$ cat src/rtl/btn_if.sv
// Button bus between the raw pins and the conditioned outputs.
interface btn_if #(
    parameter int unsigned N_BTN = 3
);
    logic [N_BTN-1:0] btn_raw;
    logic [N_BTN-1:0] btn_db;
    logic [N_BTN-1:0] press_pulse;
    logic [N_BTN-1:0] release_pulse;

    modport master (
        output btn_raw,
        input  btn_db,
        input  press_pulse,
        input  release_pulse
    );

    modport slave (
        input  btn_raw,
        output btn_db,
        output press_pulse,
        output release_pulse
    );
endinterface

$ cat src/rtl/btn_conditioner.sv
// Push-button conditioner: 2-flop synchronizer, per-bit debounce FSM,
// registered active-low level and one-cycle press/release strobes.
module btn_conditioner #(
    parameter int unsigned N_BTN           = 3,
    parameter int unsigned DEBOUNCE_CYCLES = 500000
) (
    input  logic  clk,
    input  logic  rst_n,
    btn_if.slave  bus
);
    localparam int unsigned CNT_W = $clog2(DEBOUNCE_CYCLES + 1);
    localparam logic [CNT_W-1:0] CNT_LAST = CNT_W'(DEBOUNCE_CYCLES - 1);

    typedef enum logic [1:0] {
        REL   = 2'd0,
        CHK_P = 2'd1,
        PRS   = 2'd2,
        CHK_R = 2'd3
    } state_t;

    logic [N_BTN-1:0] sync1;
    logic [N_BTN-1:0] sync2;

    state_t           state     [N_BTN];
    state_t           state_nxt [N_BTN];
    logic [CNT_W-1:0] cnt       [N_BTN];
    logic [CNT_W-1:0] cnt_nxt   [N_BTN];

    logic [N_BTN-1:0] db_q;
    logic [N_BTN-1:0] db_nxt;
    logic [N_BTN-1:0] press_q;
    logic [N_BTN-1:0] press_nxt;
    logic [N_BTN-1:0] release_q;
    logic [N_BTN-1:0] release_nxt;

    // Two-stage synchronizer; idles at "released" so reset never looks like a press.
    always_ff @(posedge clk or negedge rst_n) begin
        if (!rst_n) begin
            sync1 <= '1;
            sync2 <= '1;
        end else begin
            sync1 <= bus.btn_raw;
            sync2 <= sync1;
        end
    end

    // FSM state, counters, debounced level and strobes.
    always_ff @(posedge clk or negedge rst_n) begin
        if (!rst_n) begin
            for (int unsigned i = 0; i < N_BTN; i++) begin
                state[i] <= REL;
                cnt[i]   <= '0;
            end
            db_q      <= '1;
            press_q   <= '0;
            release_q <= '0;
        end else begin
            for (int unsigned i = 0; i < N_BTN; i++) begin
                state[i] <= state_nxt[i];
                cnt[i]   <= cnt_nxt[i];
            end
            db_q      <= db_nxt;
            press_q   <= press_nxt;
            release_q <= release_nxt;
        end
    end

    // Per-bit debounce: a change is accepted after DEBOUNCE_CYCLES consecutive differing samples.
    always_comb begin
        db_nxt      = db_q;
        press_nxt   = '0;
        release_nxt = '0;
        for (int unsigned i = 0; i < N_BTN; i++) begin
            state_nxt[i] = state[i];
            cnt_nxt[i]   = cnt[i];
            case (state[i])
                REL: begin
                    if (!sync2[i]) begin
                        if (DEBOUNCE_CYCLES == 1) begin
                            state_nxt[i] = PRS;
                            cnt_nxt[i]   = '0;
                            db_nxt[i]    = 1'b0;
                            press_nxt[i] = 1'b1;
                        end else begin
                            state_nxt[i] = CHK_P;
                            cnt_nxt[i]   = CNT_W'(1);
                        end
                    end else begin
                        cnt_nxt[i] = '0;
                    end
                end
                CHK_P: begin
                    if (sync2[i]) begin
                        state_nxt[i] = REL;
                        cnt_nxt[i]   = '0;
                    end else if (cnt[i] == CNT_LAST) begin
                        state_nxt[i] = PRS;
                        cnt_nxt[i]   = '0;
                        db_nxt[i]    = 1'b0;
                        press_nxt[i] = 1'b1;
                    end else begin
                        cnt_nxt[i] = cnt[i] + CNT_W'(1);
                    end
                end
                PRS: begin
                    if (sync2[i]) begin
                        if (DEBOUNCE_CYCLES == 1) begin
                            state_nxt[i]   = REL;
                            cnt_nxt[i]     = '0;
                            db_nxt[i]      = 1'b1;
                            release_nxt[i] = 1'b1;
                        end else begin
                            state_nxt[i] = CHK_R;
                            cnt_nxt[i]   = CNT_W'(1);
                        end
                    end else begin
                        cnt_nxt[i] = '0;
                    end
                end
                CHK_R: begin
                    if (!sync2[i]) begin
                        state_nxt[i] = PRS;
                        cnt_nxt[i]   = '0;
                    end else if (cnt[i] == CNT_LAST) begin
                        state_nxt[i]   = REL;
                        cnt_nxt[i]     = '0;
                        db_nxt[i]      = 1'b1;
                        release_nxt[i] = 1'b1;
                    end else begin
                        cnt_nxt[i] = cnt[i] + CNT_W'(1);
                    end
                end
                default: begin
                    state_nxt[i] = REL;
                    cnt_nxt[i]   = '0;
                end
            endcase
        end
    end

    assign bus.btn_db        = db_q;
    assign bus.press_pulse   = press_q;
    assign bus.release_pulse = release_q;

endmodule

$ cat src/flat_wrapper.sv
// flat-port wrapper written by rule: the top's interface ports become plain ports
module btn_conditioner_flat 
#(
    parameter int unsigned N_BTN           = 3,
    parameter int unsigned DEBOUNCE_CYCLES = 500000
)
  (clk, rst_n, bus_btn_raw, bus_btn_db, bus_press_pulse, bus_release_pulse);
  btn_if #(.N_BTN(N_BTN)) bus_i ();
  input  logic clk;
  input  logic rst_n;
  input wire logic [$bits(bus_i.btn_raw)-1:0] bus_btn_raw;
  output wire logic [$bits(bus_i.btn_db)-1:0] bus_btn_db;
  output wire logic [$bits(bus_i.press_pulse)-1:0] bus_press_pulse;
  output wire logic [$bits(bus_i.release_pulse)-1:0] bus_release_pulse;
  assign bus_i.btn_raw = bus_btn_raw;
  assign bus_btn_db = bus_i.btn_db;
  assign bus_press_pulse = bus_i.press_pulse;
  assign bus_release_pulse = bus_i.release_pulse;
  btn_conditioner #(.N_BTN(N_BTN), .DEBOUNCE_CYCLES(DEBOUNCE_CYCLES)) u_core (.clk(clk), .rst_n(rst_n), .bus(bus_i));
endmodule
$ cat config.mk
export PLATFORM = sky130hd
export DESIGN_NAME = btn_conditioner_flat
export DESIGN_NICKNAME = d
export VERILOG_FILES = /design/src/rtl/btn_if.sv /design/src/rtl/btn_conditioner.sv /design/src/flat_wrapper.sv
export SDC_FILE = /design/constraint.sdc
export NUM_CORES = 1
export LEC_CHECK = 0
export ABC_CLOCK_PERIOD_IN_PS = 1800
export CORE_ASPECT_RATIO = 0.5
export CORE_MARGIN = 2
export CORE_UTILIZATION = 55
export CTS_CLUSTER_SIZE = 10
export DETAILED_ROUTE_END_ITERATION = 10
export GPL_TIMING_DRIVEN = 0
export PLACE_DENSITY = 0.76
export SETUP_SLACK_MARGIN = 0.4
export SYNTH_ARGS = -nofsm -noshare
export SYNTH_HDL_FRONTEND = slang
export SYNTH_SLANG_ARGS = --single-unit
$ cat constraint.sdc
create_clock -name clk -period 1.8 [get_ports clk]
set_input_delay 0.36 -clock clk [delete_from_list [all_inputs] [get_ports clk]]
set_output_delay 0.36 -clock clk [all_outputs]
set_load 0.01 [all_outputs]
Yosys cells after proc, flatten, opt, wreduce, memory -nomap -nowiden
Cells that the tools add are included.

word-level totals
  register bits = 78
  input bits = 5
  output and inout port bits = 9
  logic and storage cells = 133

cells by class
  add/sub/neg operators = 3
  equality and inequality tests = 36
  multiplexer cells = 69
  reductions and logical operators = 12

operators by type and width
  operator                                               count
  case mux 19 bit (4 select lines)                       3
  2-to-1 mux 19 bit                                      9
  adder 19 x 1 -> 19 bit, second input constant          3
  == test 19 bit, second input constant                  3
  2-to-1 mux 2 bit                                       18
  2-to-1 mux 1 bit                                       33
  inequality test 2 x 1 -> 1 bit, second input constant  12
  case mux 2 bit (4 select lines)                        3
  AND reduction 5 bit                                    3
  == test 2 bit, second input constant                   6
  inequality test 2 bit, second input constant           6
  AND reduction 4 bit                                    3
  inequality test 3 x 1 -> 1 bit, second input constant  3
  inequality test 3 bit, second input constant           3
  == test 2 x 1 -> 1 bit, second input constant          3
  zero test 2 bit                                        3
  case mux 1 bit (2 select lines)                        3
  nonzero test 2 bit                                     3

Longest topological paths before layout
  word-level depth = 4
  mapped depth = 7
  depth with buffers taken out = 5

Least setup slack after synthesis
Ideal clock, no wire load.

  kind = reg2reg
  start = register u_core.cnt[38] (netlist name)
  end = register u_core.cnt[43] (netlist name)
  library setup time = 0.119 ns
  data arrival time = 1.769 ns
  required time = 1.681 ns
  path slack = -0.088 ns
  stages on the path, launching flop included = 8
  clock period less this slack = 1.888 ns
  cells stage by stage = dfrtp_1 > ha_1 > clkbuf_2 > and4bb_2 > nand3_1 > o311ai_4 > buf_4 > nor2_1

RTL lines
  item                             line                   source
  start, declared                  btn_conditioner.sv:26  logic [CNT_W-1:0] cnt [N_BTN];
  start signal, assigned by index  btn_conditioner.sv:60  cnt[i] <= cnt_nxt[i];

==> impl_metrics.json <==
{
  "floorplan.die.height_um": 62.09,
  "path_class": "flop to flop",
  "netlist_area_sq_um": 3711,
  "critPathCaptureType": "flop",
  "first_pass_iters": 4,
  "top_usage_layer": "met2",
  "finalHoldViolations": 0,
  "drc": 0,
  "cp_cell_sequence": "or4_4 -> nor4_4 -> and3_4 -> buf_6 -> mux2i_4",
  "postRouteAntennaNets": 0,
  "row_count": 21,
  "avgRoutedWirePerCell_um": 18.05,
  "clk_pin_slew_ns": 0.06,
  "dp_hpwl_um": 4979,
  "syn_avg_cell_area_sq_um": 10.17,
  "cts_tree": "yes",
  "vdd_drop_max_mv": 0.5697,
  "grt_antenna_before_repair": 0,
  "drive_gt1_share_pct": 42.76,
  "synth_top_cell_by_area": "dfrtp_1",
  "drv_cap": 0,
  "total_power_mw": 3.668,
  "pin_count": 14,
  "ys_ff_latch": 78,
  "worstPathRequired_ns": 2.06,
  "mostFrequentLayoutCell": "dfrtp_1",
  "synthTopCellsByArea": "dfrtp_1, dfstp_2, xnor2_1",
  "drv_slew": 0,
  "period_minus_slack_ns": 1.822,
  "grtUsageTotal_pct": 26.41,
  "synthFlopType": "dfrtp_1",
  "p_per_area_nw_per_um2": 713.3,
  "power_leakage_nw": 1.959,
  "r2r_start": "u_core.cnt[12]",
  "drt_iter0_markers": 243,
  "wl_um": 9388,
  "min_from": "u_core.sync1[2]",
  "grt_pass1_vias": 3045,
  "crit_family": "simple AND/OR/NAND/NOR gates",
  "async_reset_ff_share_pct": 100.0,
  "numCtsBuffers": 9,
  "place_congestion": 0.9038,
  "hp-class": "flop to flop",
  "diodes": 0,
  "overflow": 0,
  "max_stage_delay_ns": 0.55,
  "cp-start-kind": "flop",
  "layout_common_cells": "dfrtp_1, nand2_1, xnor2_1, nor2_2, buf_4",
  "fmax_mhz": 548.8,
  "synth-edff-count": 0,
  "cp_num_buf_inv": 1,
  "timing.final.crit_share_pct": 101.2,
  "hold_ws_ns": 0.3549,
  "rsz0062_at_grt": "yes",
  "use_met1_pct": 29.87,
  "violations": "negative setup slack",
  "synth_top_area_share_pct": 46.53,
  "grt_max_degree": 61,
  "globalRouteMet3Util_pct": 8.394,
  "worst_pin_slew_ns": 0.4655,
  "grt_pass1_wl_um": 14700,
  "vias": 3128,
  "use_met2_pct": 46.51,
  "cp_max_fo": 3,
  "ys_warn_count": 0,
  "cp_slowest_cell": "or4_4",
  "clkLatencyLatePin_ns": 0.34,
  "synth.distinct_cells": 44,
  "status": "complete, but fails checks",
  "clock_sinks": 78,
  "relSlewSlack_pct": 68.73,
  "core_sq_um": 6595,
  "fin_nets": 431,
  "finalClockSkew_ns": 0.005008,
  "clockBufferDepth": 2,
  "worst_slack_ns": -0.02215,
  "ys_seq_area_share_pct": 52.90,
  "setup_viol": 5,
  "io_buffers": 13,
  "cts_root_buffer": "clkbuf_16",
  "die_area_sq_um": 7460,
  "htreeDepth": 3,
  "start_util_pct": 56.27,
  "die_x_um": 120.2,
  "vias_per_cell": 6.015,
  "startpoint": "u_core.cnt[12]",
  "critPathArrivalTime_ns": 2.09,
  "syn_nets": 373,
  "area_growth_pct": 38.57,
  "synthCells": 365
}
==> cell usage after synthesis (3+ instances only) <==
library cell / instances
buf_4: 3
xnor2_1: 19
nand2_1: 20
nor3b_1: 3
o21ai_0: 14
or4_1: 7
nand3_1: 23
buf_2: 4
nand4_1: 16
a21oi_1: 18
dfstp_2: 9
nor2_1: 44
or3_1: 12
and3_1: 7
dfrtp_1: 69
a211o_1: 3
a211oi_1: 3
inv_1: 13
nor4_1: 11
ha_1: 3
and4_1: 3
and2_1: 3
xor2_1: 17
o31ai_1: 6
or2_2: 3
nor3_1: 9
==> through the flow <==
step	setup TNS, ns	cells	cell area [sq um]	utilization [%]	setup WS, ns
2_1_floorplan	0	365	3836	-	0.06607
5_1_grt	-0.8636	520	5142	77.97	-0.07064
3_5_place_dp	-5.459	471	4106	62.27	-0.2092
6_report	-0.03903	520	5142	77.97	-0.02215
3_3_place_gp	-166.66	470	4081	61.89	-2.192
4_1_cts	-0.1543	518	4943	74.96	-0.05303
==> layer usage <==
metal	part of all wire [%]	vias to the layer above
li1	-	1430
met4	2.8	0
met1	41	1559
met5	0	-
met2	51	107
met3	5.5	32
==> layout make-up <==
class                      count  area [sq um]
buffer                         9         105.1
clock buffer                  14         254.0
clock inverter                 2         10.01
fill                         384          1453
inverter                      13         48.80
multi-input combinational    265          2157
sequential                    78          1982
tap                           92         115.1
timing repair buffer          47         470.5
==> where the power goes <==
part	switching (mW)	internal (mW)	leakage [nW]
Clock	0.688	0.968	0.131
Combinational	0.116	0.0898	0.806
Sequential	0.0258	1.78	1.02
Total	0.830	2.84	1.96
==> final timing paths <==
path / end / slack, ns / depth (start not counted)
min: u_core.sync2[2] / 0.35 / 0
max in group asynchronous: u_core.sync1[0] / 0.74 / 3
max reg2reg: flop / -0.02 / 5
min reg2reg: u_core.sync2[2] / 0.35 / 0
min in group asynchronous: u_core.state[0] / 0.44 / 2
max: flop / -0.02 / 5
==> worst register-to-register path, stage by stage, from the launching register on <==
cell     delay [ns]
dfrtp_1        0.38
or4_4          0.55
nor4_4         0.25
and3_4         0.24
buf_6          0.12
mux2i_4        0.21
==> timing repair <==
action / CTS / global route
endpoints found under the hold margin: 15 / 0
gates resized for setup: 110 / 50
setup endpoints to repair: 80 / 72
pin swaps: 32 / 12
setup buffers: 27 / 2
hold buffers: 1 / 0
gates cloned: 3 / 0
==> flip-flops by register name, indices dropped and copies added, names as in the netlist, named ones only <==
signal	count
u_core.bus.btn_db	3
u_core.bus.press_pulse	3
u_core.bus.release_pulse	3
u_core.cnt	57
u_core.state	3
u_core.sync1	3
u_core.sync2	3
==> cell families (layout without fill, tap and decap cells) <==
family	Yosys count	count (layout)	share of synthesized area (%)
AOI/OAI and AO/OA	51	51	8.834
xor gates and xnor gates	36	36	8.496
and+or+nand+nor	174	174	25.76
muxes	1	1	0.2697
adders and majority gates	3	3	1.012
buffers and inverters	22	85	2.731
DFF	78	78	52.90
(Power assumes the default switching activity.)
